$ cat config.mk
export PLATFORM = sky130hd
export DESIGN_NAME = seg_scan_display
export DESIGN_NICKNAME = d
export VERILOG_FILES = /design/src/rtl/seg_scan_display.sv
export SDC_FILE = /design/constraint.sdc
export NUM_CORES = 1
export LEC_CHECK = 0
export ABC_AREA = 1
export CORE_ASPECT_RATIO = 0.7
export CORE_MARGIN = 2
export CORE_UTILIZATION = 53
export DETAILED_ROUTE_END_ITERATION = 10
export GPL_TIMING_DRIVEN = 0
export PLACE_DENSITY = 0.87
export SKIP_CTS_REPAIR_TIMING = 1
export SYNTH_ARGS = -nofsm -noshare
export SYNTH_HDL_FRONTEND = slang
export SYNTH_SLANG_ARGS = --single-unit
$ cat constraint.sdc
create_clock -name CLK -period 2.4 [get_ports CLK]
set_input_delay 0.24 -clock CLK [delete_from_list [all_inputs] [get_ports CLK]]
set_output_delay 0.24 -clock CLK [all_outputs]
set_load 0.1 [all_outputs]
$ cat src/rtl/seg_scan_display.sv
// seg_scan_display: multiplexed DIGITS-wide 7-segment scanner with hex decode,
// per-digit DP/blink/blank, leading-zero suppression, PWM brightness and frame-synchronous input capture.
`default_nettype none

module seg_scan_display #(
  parameter int DIGITS       = 4,
  parameter int SCAN_DIV     = 50000,
  parameter int BLINK_FRAMES = 64
) (
  input  logic                  CLK,
  input  logic                  RST,
  input  logic [4*DIGITS-1:0]   Digit_Data,
  input  logic [DIGITS-1:0]     DP_In,
  input  logic [DIGITS-1:0]     Blink_En,
  input  logic [DIGITS-1:0]     Blank_En,
  input  logic                  LZ_En,
  input  logic [3:0]            Bright,
  output logic [7:0]            Digitron_Out,
  output logic [DIGITS-1:0]     DigitronCS_Out,
  output logic                  Frame_Tick
);

  localparam int SUB_W = (SCAN_DIV > 1) ? $clog2(SCAN_DIV) : 1;
  localparam int IDX_W = $clog2(DIGITS);
  localparam int FR_W  = (BLINK_FRAMES > 1) ? $clog2(BLINK_FRAMES) : 1;

  localparam logic [SUB_W-1:0] SUB_LAST = SUB_W'(SCAN_DIV - 1);
  localparam logic [IDX_W-1:0] IDX_LAST = IDX_W'(DIGITS - 1);
  localparam logic [FR_W-1:0]  FR_LAST  = FR_W'(BLINK_FRAMES - 1);

  logic [SUB_W-1:0]    sub_cnt;
  logic [2:0]          pwm_ph;
  logic [IDX_W-1:0]    idx;
  logic [FR_W-1:0]     frame_cnt;
  logic                blink_on;

  logic [4*DIGITS-1:0] sh_data;
  logic [DIGITS-1:0]   sh_dp;
  logic [DIGITS-1:0]   sh_blink;
  logic [DIGITS-1:0]   sh_blank;
  logic                sh_lz;

  logic                sub_wrap;
  logic                slot_wrap;
  logic                frame_wrap;

  assign sub_wrap   = (sub_cnt == SUB_LAST);
  assign slot_wrap  = sub_wrap && (pwm_ph == 3'd7);
  assign frame_wrap = slot_wrap && (idx == IDX_LAST);

  always_ff @(posedge CLK or posedge RST) begin
    if (RST) begin
      sub_cnt   <= '0;
      pwm_ph    <= '0;
      idx       <= '0;
      frame_cnt <= '0;
      blink_on  <= 1'b1;
    end else begin
      sub_cnt <= sub_wrap ? '0 : sub_cnt + 1'b1;
      if (sub_wrap) pwm_ph <= pwm_ph + 1'b1;
      if (slot_wrap) idx <= (idx == IDX_LAST) ? '0 : idx + 1'b1;
      if (frame_wrap) begin
        if (frame_cnt == FR_LAST) begin
          frame_cnt <= '0;
          blink_on  <= ~blink_on;
        end else begin
          frame_cnt <= frame_cnt + 1'b1;
        end
      end
    end
  end

  // Inputs are captured only at the frame boundary so one frame never mixes old and new data.
  always_ff @(posedge CLK or posedge RST) begin
    if (RST) begin
      sh_data  <= '0;
      sh_dp    <= '0;
      sh_blink <= '0;
      sh_blank <= '1;
      sh_lz    <= 1'b0;
    end else if (frame_wrap) begin
      sh_data  <= Digit_Data;
      sh_dp    <= DP_In;
      sh_blink <= Blink_En;
      sh_blank <= Blank_En;
      sh_lz    <= LZ_En;
    end
  end

  logic [DIGITS-1:0] supp;
  logic              lz_run;

  always_comb begin
    supp   = '0;
    lz_run = sh_lz;
    for (int i = DIGITS - 1; i >= 1; i--) begin
      if (lz_run && (sh_data[4*i +: 4] == 4'h0)) supp[i] = 1'b1;
      else lz_run = 1'b0;
    end
  end

  logic [3:0] code;
  logic [6:0] seg7;
  logic [3:0] bright_eff;
  logic       dark;

  assign code       = sh_data[{idx, 2'b00} +: 4];
  assign bright_eff = (Bright > 4'd8) ? 4'd8 : Bright;

  always_comb begin
    seg7 = 7'h00;
    case (code)
      4'h0: seg7 = 7'h3F;
      4'h1: seg7 = 7'h06;
      4'h2: seg7 = 7'h5B;
      4'h3: seg7 = 7'h4F;
      4'h4: seg7 = 7'h66;
      4'h5: seg7 = 7'h6D;
      4'h6: seg7 = 7'h7D;
      4'h7: seg7 = 7'h07;
      4'h8: seg7 = 7'h7F;
      4'h9: seg7 = 7'h6F;
      4'hA: seg7 = 7'h77;
      4'hB: seg7 = 7'h7C;
      4'hC: seg7 = 7'h39;
      4'hD: seg7 = 7'h5E;
      4'hE: seg7 = 7'h79;
      4'hF: seg7 = 7'h71;
      default: seg7 = 7'h00;
    endcase
  end

  always_comb begin
    dark = sh_blank[idx] | supp[idx] | (sh_blink[idx] & ~blink_on) |
           ({1'b0, pwm_ph} >= bright_eff);
  end

  // Select and segments update on the same edge, so no other digit ever sees this pattern.
  always_ff @(posedge CLK or posedge RST) begin
    if (RST) begin
      Digitron_Out   <= 8'h00;
      DigitronCS_Out <= '1;
      Frame_Tick     <= 1'b0;
    end else begin
      Frame_Tick <= frame_wrap;
      if (dark) begin
        Digitron_Out   <= 8'h00;
        DigitronCS_Out <= '1;
      end else begin
        Digitron_Out   <= {sh_dp[idx], seg7};
        DigitronCS_Out <= ~(DIGITS'(1) << idx);
      end
    end
  end

endmodule

`default_nettype wire

# After elaboration in Yosys (flattened, before gate mapping)
# Memories as Yosys holds them, arrays and structs flattened.
# Index checks and enable logic that the tools add are counted.
# totals
wordCells,61
in_bits,35
memories,1
mem_bits_ro,112
output_inout_bits,13
register_bits,70
# memory_table
memory,depth,word_bits,read_ports,rd_clocked_by_memory_dff,write_ports,line,source
(no name shown),16,7,1,0,0,112,case (code)
# op_classes
reduce_logical,9
n_eq_ne,4
n_mux,19
addsub,4
magnitude_cmp,3
n_bitwise,6
n_shift,2
# ops
cell,n
"16-bit by 1-bit adder with 16-bit output, second input constant",1
"16-bit equality test, second input constant",1
16-bit two-way mux,1
16-bit by 5-bit variable part select with 4-bit output,1
4-bit logical NOT,3
1-bit two-way mux,9
1-bit binary-select mux with 2-bit select,4
4-bit two-way mux,2
8-bit two-way mux,1
"6-bit by 1-bit adder with 6-bit output, second input constant",1
"6-bit equality test, second input constant",1
6-bit two-way mux,1
1-bit logical AND,5
3-bit by 4-bit >= comparator with 1-bit output,1
"4-bit greater-than comparator, second input constant",1
4-bit inverter,1
"1-bit by 2-bit << shifter with 4-bit output, first input constant",1
"3-bit by 1-bit adder with 3-bit output, second input constant",1
"3-bit equality test, second input constant",1
"2-bit by 3-bit less-than comparator with 1-bit output, second input constant",1
1-bit OR,3
"2-bit by 1-bit adder with 2-bit output, second input constant",1
"2-bit equality test, second input constant",1
2-bit two-way mux,1
3 further kinds,3

# Longest topological paths before layout
# Gate-level depths: netlist of the first run.
# depth
ltp_word,13
ltp_mapped,13
ltp_nobuf,12

# Least setup slack after synthesis of the first run
# Ideal clock, no wire load.
# synth_path
path_kind,reg2reg
start,register idx[0]
end,register Digitron_Out[3]
stages_incl_launch_ff,11
period_less_slack_ns,1.535
slack_ns,0.865
t_arrival_ns,1.411
t_required_ns,2.276
n_path_buf,1
setup_ns,0.124
cell_sequence,dfrtp_1 inv_1 buf_4 nand2_1 nand3_1 nand2_1 ha_1 nand3_1 nand3_1 nand2_1 nor2_1
# synth_between
elab_chain_cells,6
word_cells_on_any_way,13
classes_between,shift (1); mux (7); bitwise (4); memory (1)
# synth_lines
item,line,source
"start, declared",33,logic [IDX_W-1:0] idx;
"start signal, assigned",61,if (slot_wrap) idx <= (idx == IDX_LAST) ? '0 : idx + 1'b1;
"parallel branches: the longest is 5 deep, another holds memory read 16 x 7 bit",-,
8-bit two-way mux *,146,if (dark) begin
"end signal, assigned",150,"Digitron_Out <= {sh_dp[idx], seg7};"
"end, declared",18,"output logic [7:0] Digitron_Out,"
# Every way passes the cells marked *. The select of a mux whose other input is x is not followed.
# A chain may end at the register's enable or synchronous reset.

# Worst setup path in the final report of the first run
# layout_path
start,register DigitronCS_Out[0]
end,output DigitronCS_Out[0]
# layout_lines
item,line,source
"start, declared",19,"output logic [DIGITS-1:0] DigitronCS_Out,"
"start signal, assigned",151,DigitronCS_Out <= ~(DIGITS'(1) << idx);
# No word-level cell between the ends.

==> results of run 1 <==
final timing paths:
| check | to | slack [ps] |
|---|---|---|
| worst max-delay path | DigitronCS_Out[0] | 160 |
| worst min register to register | sh_blank[1]$_DFFE_PP1P_ | 470 |
| min in group asynchronous | sh_data[7]$_DFFE_PP0P_ | 420 |
| max in group asynchronous | sh_dp[0]$_DFFE_PP0P_ | 1420 |
| worst max register to register | Digitron_Out[5]$_DFF_PP0_ | 420 |
| worst min-delay path | sh_blank[1]$_DFFE_PP1P_ | 410 |
cell usage after synthesis (all sizes together):
master  count  share of area
a21oi       6         0.0078
nand2     193           0.19
inv        65          0.063
nor3        5         0.0065
o21a        1         0.0019
dfrtp      61           0.40
ha         16          0.052
nand4       3         0.0049
nor2       56          0.062
or2         1         0.0016
o21ai      26          0.034
dfstp       9          0.061
nand3b      2         0.0039
buf        11          0.024
nand3      46          0.068
xor2       12          0.027
layer usage:
metal / vias up / wire length [um]
met5: - / 0
met4: 0 / 102
met3: 12 / 639
met2: 118 / 3690
met1: 1560 / 4090
li1: 1696 / -
logic make-up after synthesis:
family	count (synthesis)	synth area share
compound gates	33	0.0434
xor+xnor	12	0.0272
fa+ha+maj	16	0.0518
buf+inv	76	0.0868
flops	70	0.456
simple gates	306	0.335
where the power goes:
group          internal (uW)  leakage [uW]  switching, uW
clock network            610      0.000108            450
registers               1180      0.000802              0
logic                   52.4       0.00147           39.6
total                   1840       0.00238            489
cell type report:
| class | count | area [um^2] | area share |
|---|---|---|---|
| Buffer | 11 | 91.3 | 0.0195 |
| Clock buffer | 10 | 138 | 0.0294 |
| Clock inverter | 6 | 85.1 | 0.0182 |
| Inverter | 65 | 246 | 0.0527 |
| Multi-Input combinational cell | 367 | 1770 | 0.377 |
| Sequential cell | 70 | 1760 | 0.377 |
| Tap cell | 94 | 118 | 0.0251 |
| Timing Repair Buffer | 47 | 470 | 0.101 |
per-stage QoR:
| step | instances | area [um^2] | worst slack, ps |
|---|---|---|---|
| after global routing | 670 | 4680 | 117 |
| after floorplan | 513 | 3860 | 407 |
| after global placement | 654 | 4450 | -736 |
| after CTS | 670 | 4680 | 140 |
| after detailed placement | 654 | 4450 | 126 |
| final | 670 | 4680 | 161 |
sequential cells by signal (all words and copies together) (netlist names), 2 cells and up:
signal	cells
sh_dp	4
sh_data	16
pwm_ph	3
frame_cnt	6
idx	2
Digitron_Out	8
sub_cnt	16
sh_blink	4
sh_blank	4
DigitronCS_Out	4
==> qor.txt, run 1 <==
status: finished clean
DR vias: 3,386
core area: 6910 um^2
Worst-path clk slew: 80 ps
HP Class: input port to register
GR Util met3: 0.0616
Max-Cap Viols: 0
GRT overflow: 0
detailed-route DRC error count: 0
Critical Path End Type: primary output
syn_area_per_cell: 7.53 um^2
crit path from: DigitronCS_Out[0]$_DFF_PP1_
# diodes: 0
clk buf depth: 2
worst r2r path cells: 12
Num CTS Buffers: 9
Seq/Total Area, Yosys: 0.456
Clock Tree Root: clkbuf_8
Post-Syn Area: 3860 um^2
Power Total: 2330 uW
Cell variety after synth: 25
period utilization: 0.933
startpoint types: register
total wire length: 8.52 mm
Slew headroom: 0.348
Detailed Route Iter0 Violations: 288
most frequent cells in the layout: 192 x nand2_1, 61 x dfrtp_1, 61 x inv_1
GRT met2 Usage: 0.360
Data required, critical path: 2160 ps
Clock Skew: 8.73 ps
Worst path depth: 1
critical setup path kind: register to primary output
setup_tns: 0 ps
cell family with most CP delay: buffers and inverters
RR Startpoint: idx[0]$_DFFE_PP0P_
Row Count: 25
critical path's slowest cell: clkdlybuf4s50_1
total global-route track usage: 0.234
Synth Warn #: 0
DIE HEIGHT: 75.4 um
busiest grt layer: met2
most common cell after layout, fill and taps aside: nand2_1
vias in the first global route: 3,127
max-slew violations: 0
static leakage: 0.00238 uW
worst hold stages: 3
met1 usage: 0.330
synthesized instance count: 513
die area: 8000 um^2
IO Port Bufs: 47
die width: 106 um
via/cell ratio: 5.05
layout net count: 622
Clock Latency Late Sink: 340 ps
initial core utilization: 0.559
largest net degree at the start of global routing: 71
syn nets: 564
fraction of layout cells with a size suffix above 1: 0.0903
Peak Freq: 447 MHz
slowest stage delay, CP: 1130 ps
RSZ-0062 raised after global routing: false
# fillers: 555
final antenna-violating net count: 0
worst hold start: Blank_En[1]
CTS tree: yes
number of synthesized register bits: 70
antenna violations before repair: 0
I/O pin total: 48
final setup vio count: 0
gpl congestion: 0.903
crit-path max FO: 1
HPWL Detailed: 6.26 mm
crit path cell chain: clkdlybuf4s50_1
crit path buf inv count: 1
drt first pass iters: 5
WL/cell: 12.7 um
Slew @ Worst Pin: 975 ps
# H-tree levels: 3
first-pass GRT wire length: 14.6 mm
Arrival @ worst endpoint: 2000 ps
Final min period: 2240 ps
Final Core Density: 0.677
worst hold slack: 410 ps
Syn-to-layout area delta: 21.0%
Hold Vio Cnt, Final: 0
Worst VDD drop: 0.000287 V
clock sinks: 70
power per cell area: 498 nW/um^2
No activity file was read; power rests on OpenSTA's default activity.
==> run 2: changes to the inputs <==
- CAP_MARGIN: default -> 40
- clock period: 2.4 -> 2.2 ns (I/O delays scaled with it)
==> run 2 against run 1 <==
Sequential share of layout area is 1.6 points lower; clock-buffer cell count stayed put; sequential power up 9%; largest cell class unchanged; critical path type is now input port to register; sequential cell count unchanged; first-iteration DRC count grew 10%.
==> qor.txt, run 2 (synthesis results as in run 1) <==
detailed-route DRC error count: 0 (unchanged)
most frequent cells in the layout: 192 x nand2_1, 61 x dfrtp_1, 61 x inv_1 (unchanged)
WL/cell: 13.1 um (was 12.7 um)
IO Port Bufs: 47 (unchanged)
Clock Skew: 9.90 ps (was 8.73 ps)
largest net degree at the start of global routing: 56 (was 71)
layout net count: 636 (was 622)
biggest regs: sh_data x16, sub_cnt x16, Digitron_Out x8 (unchanged)
startpoint types: input port (was register)
storage element area: 1760 um^2 (unchanged)
Num CTS Buffers: 9 (unchanged)
fraction of layout cells with a size suffix above 1: 0.112 (was 0.0903)
Syn-to-layout area delta: 26.4% (was 21.0%)
GRT overflow: 0 (unchanged)
HP Class: input port to asynchronous set/reset pin (was input port to register)
DR vias: 3,506 (was 3,386)
period utilization: 0.923
Critical Path End Type: register (was primary output)
HPWL Detailed: 6.56 mm (was 6.26 mm)
Clock Latency Late Sink: 350 ps (was 340 ps)
initial core utilization: 0.559 (unchanged)
Data required, critical path: 2470 ps (was 2160 ps)
dpl cell area: 4680 um^2 (was 4450 um^2)
CTS tree: yes (unchanged)
Row Count: 25 (unchanged)
clock sinks: 70 (unchanged)
via/cell ratio: 5.13 (was 5.05)
total wire length: 8.93 mm (was 8.52 mm)
Final Core Density: 0.707 (was 0.677)
worst r2r path cells: 10 (was 12)
gpl congestion: 0.903 (unchanged)
# H-tree levels: 3 (unchanged)
final antenna-violating net count: 0 (unchanged)
Worst-path clk slew: 80 ps (about the same)
Arrival @ worst endpoint: 2300 ps (was 2000 ps)
status: finished clean (unchanged)
power per cell area: 506 nW/um^2 (was 498 nW/um^2)
DIE HEIGHT: 75.4 um (unchanged)
Clock Tree Root: clkbuf_8 (unchanged)
max-slew violations: 0 (unchanged)
total global-route track usage: 0.240 (was 0.234)
worst hold slack: 155 ps (was 410 ps)
Slew @ Worst Pin: 639 ps (was 975 ps)
final setup vio count: 0 (unchanged)
antenna violations before repair: 0 (unchanged)
crit-path max FO: 8 (was 1)
Slew headroom: 0.570 (was 0.348)
vias in the first global route: 3,233 (was 3,127)
critical setup path kind: input port to register (was register to primary output)
drt first pass iters: 6 (was 5)
Peak Freq: 493 MHz
Worst VDD drop: 0.000273 V (was 0.000287 V)
RSZ-0062 raised after global routing: false (unchanged)
first-pass GRT wire length: 14.9 mm (was 14.6 mm)
die width: 106 um (unchanged)
clk buf depth: 2 (unchanged)
I/O pin total: 48 (unchanged)
post-route cell area: 4880 um^2 (was 4680 um^2)
die area: 8000 um^2 (unchanged)
Hold Vio Cnt, Final: 0 (unchanged)
# diodes: 0 (unchanged)
Detailed Route Iter0 Violations: 318 (was 288)
Final min period: 2030 ps
# fillers: 533 (was 555)
most common cell after layout, fill and taps aside: nand2_1 (unchanged)
Max-Cap Viols: 0 (unchanged)
Power Total: 2470 uW (was 2330 uW)
static leakage: 0.00247 uW (was 0.00238 uW)
core area: 6910 um^2 (unchanged)
Multi-input gate area: 1770 um^2 (unchanged)
[run 2: routing by layer]
layer	GRT usage	routed length (um)	part of all wire
met1	0.327	4130	0.46
met2	0.388	3970	0.44
met3	0.0565	717	0.080
met4	0.0819	110	0.012
met5	0	0	0
[run 2: area by class of cell]
class / count / area share
Clock inverter: 6 / 0.0143
Timing Repair Buffer: 61 / 0.142
Inverter: 65 / 0.0505
Tap cell: 94 / 0.0241
Sequential cell: 70 / 0.361
Multi-Input combinational cell: 367 / 0.361
Clock buffer: 10 / 0.0282
Buffer: 11 / 0.0187
[run 2: critical path: stages]
cell and delay, ps:
clkdlybuf4s50_1 480, inv_1 90, o21ai_0 250, ha_1 300, a21oi_1 160, o21ai_0 110, nor2_1 270, nand2_1 250
nor2_1 160
[run 2: through the flow]
step                      setup WS, ps  TNS [ps]  instances
after floorplan                    227         0        513
after global placement            -916    -58070        654
after detailed placement          -125      -901        668
after CTS                          201         0        684
after global routing              3.32         0        684
final                              170         0        684
[run 2: where the power goes]
part | switching, uW | internal [uW]
combinational | 45.9 | 62.4
clock | 516 | 560
sequential | 0 | 1290
[run 2: final timing paths]
kind / slack [ps] / to / start
setup / recovery: 170 / Digitron_Out[7]$_DFF_PP0_ / Bright[3]
hold / removal: 150 / sh_data[7]$_DFFE_PP0P_ / RST
setup reg to reg: 270 / Digitron_Out[6]$_DFF_PP0_ / idx[0]$_DFFE_PP0P_
hold reg to reg: 470 / sh_blank[3]$_DFFE_PP1P_ / sh_blank[3]$_DFFE_PP1P_
max in group asynchronous: 1450 / sh_blank[2]$_DFFE_PP1P_ / RST
min in group CLK: 390 / sh_blank[0]$_DFFE_PP1P_ / Blank_En[0]
